## src/rtl/fft_sequencer.sv

```systemverilog
// fft_sequencer
// Top-level sequencer for the radix-2 FFT datapath. Runs one transform per start:
// loads the sample banks, steps stage control through stages 0..NUMSTAGES-1 with a
// one-cycle enable gap between stages, then unloads the result. A per-stage watchdog
// moves the block to a sticky error state if a stage never completes.
//
// Ports
//   clk, rst_n         clock (rising edge), asynchronous active-low reset
//   start              begin a transform (honoured only in IDLE or ERR)
//   in_valid/in_ready  load handshake; load_addr is the bank write address
//   ld_data, en        to stage control: data-init phase, stage enable
//   stage_num          to stage control: current stage index
//   stage_done         from stage control: level, stage finished
//   out_valid/out_ready unload handshake; out_addr is the bank read address
//   busy, done, err    status: active, end-of-transform pulse, sticky timeout
// All outputs are registered and reset to 0.
module fft_sequencer #(
    parameter int unsigned NUMSTAGES     = 5,
    parameter int unsigned STAGE_TIMEOUT = 64
) (
    input  logic                 clk,
    input  logic                 rst_n,
    input  logic                 start,
    input  logic                 in_valid,
    output logic                 in_ready,
    output logic                 ld_data,
    output logic                 en,
    output logic [2:0]           stage_num,
    input  logic                 stage_done,
    output logic [NUMSTAGES-3:0] load_addr,
    output logic                 out_valid,
    input  logic                 out_ready,
    output logic [NUMSTAGES-3:0] out_addr,
    output logic                 busy,
    output logic                 done,
    output logic                 err
);

    localparam int unsigned AW = NUMSTAGES - 2;
    localparam logic [AW-1:0] LastAddr  = {AW{1'b1}};
    localparam logic [2:0]    LastStage = 3'(NUMSTAGES - 1);
    localparam logic [7:0]    WdLast    = 8'(STAGE_TIMEOUT - 1);

    typedef enum logic [2:0] {
        StIdle,
        StLoad,
        StRun,
        StGap,
        StUnload,
        StDone,
        StErr
    } state_e;

    state_e          r_state, w_state_d;
    logic [AW-1:0]   r_load_addr, w_load_addr_d;
    logic [AW-1:0]   r_out_addr, w_out_addr_d;
    logic [2:0]      r_stage, w_stage_d;
    logic [7:0]      r_wd, w_wd_d;
    // Set once stage_done has been seen low in the current stage, so a stale
    // stage_done left over from the previous stage cannot end this one.
    logic            r_armed, w_armed_d;
    logic            r_err, w_err_d;
    logic            r_in_ready, r_ld_data, r_en, r_out_valid, r_busy, r_done;
    logic            w_in_ready_d, w_ld_data_d, w_en_d, w_out_valid_d, w_busy_d, w_done_d;

    always_comb begin
        w_state_d     = r_state;
        w_load_addr_d = r_load_addr;
        w_out_addr_d  = r_out_addr;
        w_stage_d     = r_stage;
        w_wd_d        = r_wd;
        w_armed_d     = r_armed;
        w_err_d       = r_err;

        unique case (r_state)
            StIdle: begin
                if (start) begin
                    w_state_d     = StLoad;
                    w_load_addr_d = '0;
                end
            end
            StLoad: begin
                if (in_valid) begin
                    w_load_addr_d = r_load_addr + 1'b1;
                    if (r_load_addr == LastAddr) begin
                        w_state_d = StRun;
                        w_stage_d = '0;
                        w_wd_d    = '0;
                        w_armed_d = 1'b0;
                    end
                end
            end
            StRun: begin
                // Completion wins over the watchdog in the same cycle.
                if (stage_done && r_armed) begin
                    w_state_d = StGap;
                end else if (r_wd == WdLast) begin
                    w_state_d = StErr;
                    w_err_d   = 1'b1;
                end else begin
                    w_wd_d = r_wd + 8'd1;
                    if (!stage_done) begin
                        w_armed_d = 1'b1;
                    end
                end
            end
            StGap: begin
                if (r_stage == LastStage) begin
                    w_state_d    = StUnload;
                    w_out_addr_d = '0;
                end else begin
                    w_state_d = StRun;
                    w_stage_d = r_stage + 3'd1;
                    w_wd_d    = '0;
                    w_armed_d = 1'b0;
                end
            end
            StUnload: begin
                if (out_ready) begin
                    w_out_addr_d = r_out_addr + 1'b1;
                    if (r_out_addr == LastAddr) begin
                        w_state_d = StDone;
                    end
                end
            end
            StDone: begin
                w_state_d = StIdle;
                w_stage_d = '0;
            end
            StErr: begin
                if (start) begin
                    w_state_d     = StLoad;
                    w_load_addr_d = '0;
                    w_err_d       = 1'b0;
                end
            end
            default: begin
                w_state_d = StIdle;
            end
        endcase

        // Outputs are decoded from the next state so they can be registered.
        w_in_ready_d  = (w_state_d == StLoad);
        w_ld_data_d   = (w_state_d == StLoad);
        w_en_d        = (w_state_d == StRun);
        w_out_valid_d = (w_state_d == StUnload);
        w_busy_d      = (w_state_d != StIdle) && (w_state_d != StErr);
        w_done_d      = (w_state_d == StDone);
    end

    always_ff @(posedge clk or negedge rst_n) begin
        if (!rst_n) begin
            r_state     <= StIdle;
            r_load_addr <= '0;
            r_out_addr  <= '0;
            r_stage     <= '0;
            r_wd        <= '0;
            r_armed     <= 1'b0;
            r_err       <= 1'b0;
            r_in_ready  <= 1'b0;
            r_ld_data   <= 1'b0;
            r_en        <= 1'b0;
            r_out_valid <= 1'b0;
            r_busy      <= 1'b0;
            r_done      <= 1'b0;
        end else begin
            r_state     <= w_state_d;
            r_load_addr <= w_load_addr_d;
            r_out_addr  <= w_out_addr_d;
            r_stage     <= w_stage_d;
            r_wd        <= w_wd_d;
            r_armed     <= w_armed_d;
            r_err       <= w_err_d;
            r_in_ready  <= w_in_ready_d;
            r_ld_data   <= w_ld_data_d;
            r_en        <= w_en_d;
            r_out_valid <= w_out_valid_d;
            r_busy      <= w_busy_d;
            r_done      <= w_done_d;
        end
    end

    assign in_ready  = r_in_ready;
    assign ld_data   = r_ld_data;
    assign en        = r_en;
    assign stage_num = r_stage;
    assign load_addr = r_load_addr;
    assign out_valid = r_out_valid;
    assign out_addr  = r_out_addr;
    assign busy      = r_busy;
    assign done      = r_done;
    assign err       = r_err;

endmodule

```

## config.mk

```make
export PLATFORM = sky130hd
export DESIGN_NAME = fft_sequencer
export DESIGN_NICKNAME = d
export VERILOG_FILES = /design/src/rtl/fft_sequencer.sv
export SDC_FILE = /design/constraint.sdc
export NUM_CORES = 1
export LEC_CHECK = 0
export BUFFER_PORTS_ARGS = -buffer_cell sky130_fd_sc_hd__buf_2
export CORE_MARGIN = 10
export CORE_UTILIZATION = 35
export CTS_CLUSTER_SIZE = 8
export DETAILED_ROUTE_END_ITERATION = 6
export PLACE_DENSITY_LB_ADDON = 0.3
export SLEW_MARGIN = 5
export SYNTH_ARGS = -nofsm -noshare
export SYNTH_HDL_FRONTEND = slang
export SYNTH_SLANG_ARGS = --single-unit
```

## constraint.sdc

```tcl
create_clock -name clk -period 4.5 [get_ports clk]
set_clock_uncertainty 0.05 [all_clocks]
set_input_delay 0.225 -clock clk [delete_from_list [all_inputs] [get_ports clk]]
set_output_delay 0.225 -clock clk [all_outputs]
set_load 0.01 [all_outputs]
```

==> metrics.md <==
| Metric | Value |
|---|---|
| Final count of negative-setup-slack endpoints | 0 |
| FILL cells | 405 |
| Number of flops mapped to enable cells by yosys | 0 |
| Number of antenna violations at the first check in global routing | 0 |
| Hold Vio Cnt, Final | 0 |
| Post-synth net total | 156 |
| Synth cell types | 49 |
| CTS tree | done |
| Post-layout net count | 176 |
| Root Buffer | clkbuf_8 |
| RSZ-0062 raised after global routing | no |
| Hold Crit Class | primary input to flop |
| Detailed-route DRC error count | 0 |
| Wire length of the first global-routing pass | 5870 um |
| Biggest fanout along the worst timing path | 21 |
| Pin count of the biggest net entering global routing | 28 |
| Fraction of post-synthesis cell area in the top cell type by area | 44.6% |
| Post-detail-place hpwl | 2480 um |
| Origin of the critical flop-to-flop path | r_state[1]$_DFF_PN0_ |
| Layout cells sized above 1 | 22.8% |
| Std-Cell Core Area | 4090 um2 |
| Worst-Skew Late Latency | 280 ps |
| Mean instance size in the synthesized netlist | ~11 um2 |
| Type of destination of the critical path | flop |
| Yosys warns | 0 |
| Effective utilization at floorplan | 37.0% |
| Number of sinks handled by clock tree synthesis | 27 |
| Max transition margin | 52.1% |
| # placed instances | 207 |
| Main combinational cell family by area after synthesis | simple AND/OR/NAND/NOR gates |
| Fraction of synthesis flops using an asynchronous set or reset pin | 100% |
| Ports | 22 |
| Number of global-route vias before repair | 1175 |
| Portion of the clock cycle consumed by the worst path in the final layout | 53.0% |
| Post-synthesis sequential area ratio | 44.6% |
| Top cell type by total area after synthesis | dfrtp_1 |
| Iteration-0 DRC Markers | 127 |
| Gr busiest metal | met2 |
| Primary FF master, synth | dfrtp_1 |
| Fraction of the mapped netlist area in simple logic gates | 21.4% |
| Instance count of the mapped netlist | 143 |
| Clock Pin Slew Worst Setup and Hold Paths | roughly 100 ps |
| Post-placement worst setup slack | 2150 ps |
| M3 GR Usage | 3.12% |
| Result of the run | complete, no violations |
| Met2 Track Usage GR | 14.8% |
| Reg-to-Reg End | r_armed$_DFFE_PN0P_ |
| Post-Synthesis Cell Area | 1510 um2 |
| Gr usage total | 9.56% |
| Resized Gates After CTS | 0 |
| Routing usage on met1 | 12.0% |
| PnR worst setup slack | 2110 ps |
| Area growth, synth to finish | 11.8% |
| Least-Margin Pin Slew | 711 ps |
| Synth top area cells | dfrtp_1 (45%), ha_1 (5.8%), nand3_1 (3.6%) |
| Detailed Route WL | ~3300 um |
| Max VDD drop | 0.172 mV |
| Final setup TNS | 0 ps |
| CP arrival | 2510 ps |
| XOR/XNOR Fraction of Synth Area | 0.579% |
| Reg2Reg Setup Slack | 2110 ps |
| Pwr Density | 517 nW/um2 |
| Std-Cell Rows | 23 |
| Worst setup path startpoint | r_state[1]$_DFF_PN0_ |
| Static leakage | 0.799 nW |
| Routability congestion estimate from global placement | 0.835 |
| Max Clock Freq | 419 MHz |
| Post-synthesis sequential element count | 27 |
| Max-cap check violation count | 0 |
| Adder-cell share of the synthesized area | just under 6% |
| Hold Path End | load_addr[0]$_DFFE_PN0P_ |
| Depth of the worst hold-timing path | 3 |
| Post-detailed-route wirelength per cell | between 15 and 20 um |
| Detailed Routing Iterations Pass 1 | 4 |
| Vias | 1182 |
| Antenna-violating nets left | 0 |
| Crit path time final | 2390 ps |
| Count of antenna diodes in the layout | 0 |
| Kind of start point of the critical path | flop |
| Post-route core utilization | 41.4% |
| Total number of H-tree levels | 1 |
| Remaining global-route overflow | 0 |
| Clock buffer count from CTS | 3 |
| Start point of the worst hold path | in_valid |
| Worst endpoint required time | around 4600 ps |
| Chip height | 85.8 um |
| Post-route non-filler standard cell count | 212 |
| Via count normalized by instance count | 5.58 |
| Die Footprint | 7360 um2 |
| Port Buffer Count | 21 |
| Clock Path Buffers | 2 |
| X dimension of the die | 85.8 um |
| Multiplexer fraction of the synthesized cell area | 2.81% |
| Classification of the worst setup path | flop to flop |
| Number of cell instances on the worst register-to-register path | 6 |
| Complex-gate fraction of the synthesized area | around 20% |
| Number of slew-limit violations in the final report | 0 |
-- layout make-up --
type                       instances  area (um2)  share of cell area, %
sequential                        27         676                   39.9
timing repair buffer              22         115                   6.80
multi-input combinational        103         767                   45.3
clock buffer                       3        41.3                   2.44
tap                               50        62.6                   3.70
clock inverter                     1        8.76                  0.517
inverter                           6        22.5                   1.33
-- logic make-up (layout without fill, tap and decap cells) --
family | Yosys count | in the layout
AOI/OAI and AO/OA | 40 | 40
xor gates and xnor gates | 1 | 1
adders and majority gates | 7 | 7
buffers and inverters | 13 | 32
DFF | 27 | 27
muxes | 4 | 4
and+or+nand+nor | 51 | 51
-- where the power goes --
part	internal [W]	total (W)	leakage, nW	switching, W
clock network	0.0000652	0.000149	0.0261	0.0000838
registers	0.000295	0.000368	0.350	0.0000729
logic	0.000154	0.000359	0.424	0.000205
-- synthesized netlist by cell type (2+ instances only) --
cell type	number
a22o_1	2
nor3_1	2
o21ai_0	9
buf_2	3
a32o_1	2
o311ai_0	2
mux2i_1	2
a211oi_1	2
nand2_1	11
buf_6	2
o31ai_1	3
ha_1	7
and2_1	3
and3_1	4
nand2b_1	5
a21oi_1	4
mux2_2	2
nand3_1	11
nor2_1	3
inv_1	5
a21boi_0	3
or4_1	2
o41ai_1	2
dfrtp_1	27
-- cells in the final DEF, fill, tap and decap left out, types with 2 or more instances in the layout --
cell type  instances
a211oi_1           2
a21boi_0           3
a21oi_1            4
a22o_1             2
a32o_1             2
and2_1             3
and3_1             4
buf_2             21
clkbuf_8           3
dfrtp_1           27
ha_1               7
inv_1              5
mux2_2             2
mux2i_1            2
nand2_1           11
nand2b_1           5
nand3_1           11
nor2_1             3
nor3_1             2
o21ai_0            9
o311ai_0           2
o31ai_1            3
o41ai_1            2
or4_1              2
-- state kept, by name, indices dropped and copies added, names as in the netlist --
register / cells
r_state: 3
r_wd: 8
busy: 1
ld_data: 1
out_valid: 1
r_armed: 1
err: 1
done: 1
stage_num: 3
out_addr: 3
load_addr: 3
en: 1
-- critical path, stage by stage, from the launching register on --
cell,delay (ps)
dfrtp_1,750
and4bb_4,340
a22oi_2,150
and2_2,220
inv_2,120
a311oi_1,280
mux2_2,360
-- what timing repair did --
item	in CTS	in global routing
endpoints found under the hold margin	27	0
setup buffers	0	0
hold buffers	1	0
-- per-layer routing --
layer	share of wire, %	wire (um)	up-vias
li1	-	-	580
met4	1.9	63	0
met2	46	1520	23
met3	6.4	212	7
met1	45	1490	572
met5	0	0	-
-- stage by stage --
step	hold WS (ps)	power, W	area [um2]
2_1_floorplan	-121	0.000645	1510
5_1_grt	207	0.000953	1690
3_3_place_gp	221	0.000722	1630
3_5_place_dp	219	0.000734	1630
6_report	190	0.000876	1690
4_1_cts	192	0.000886	1690
-- how the worst max path moves through the flow --
stage	end	slack, ps	cells past startpoint
after floorplan	r_armed$_DFFE_PN0P_	2490	7
after global placement	r_armed$_DFFE_PN0P_	2220	6
after detailed placement	r_armed$_DFFE_PN0P_	2150	6
after CTS	r_armed$_DFFE_PN0P_	2120	6
after global routing	r_wd[7]$_DFFE_PN0P_	1950	6
final	r_armed$_DFFE_PN0P_	2110	6
Note: power is estimated with default switching activity, not from simulation.
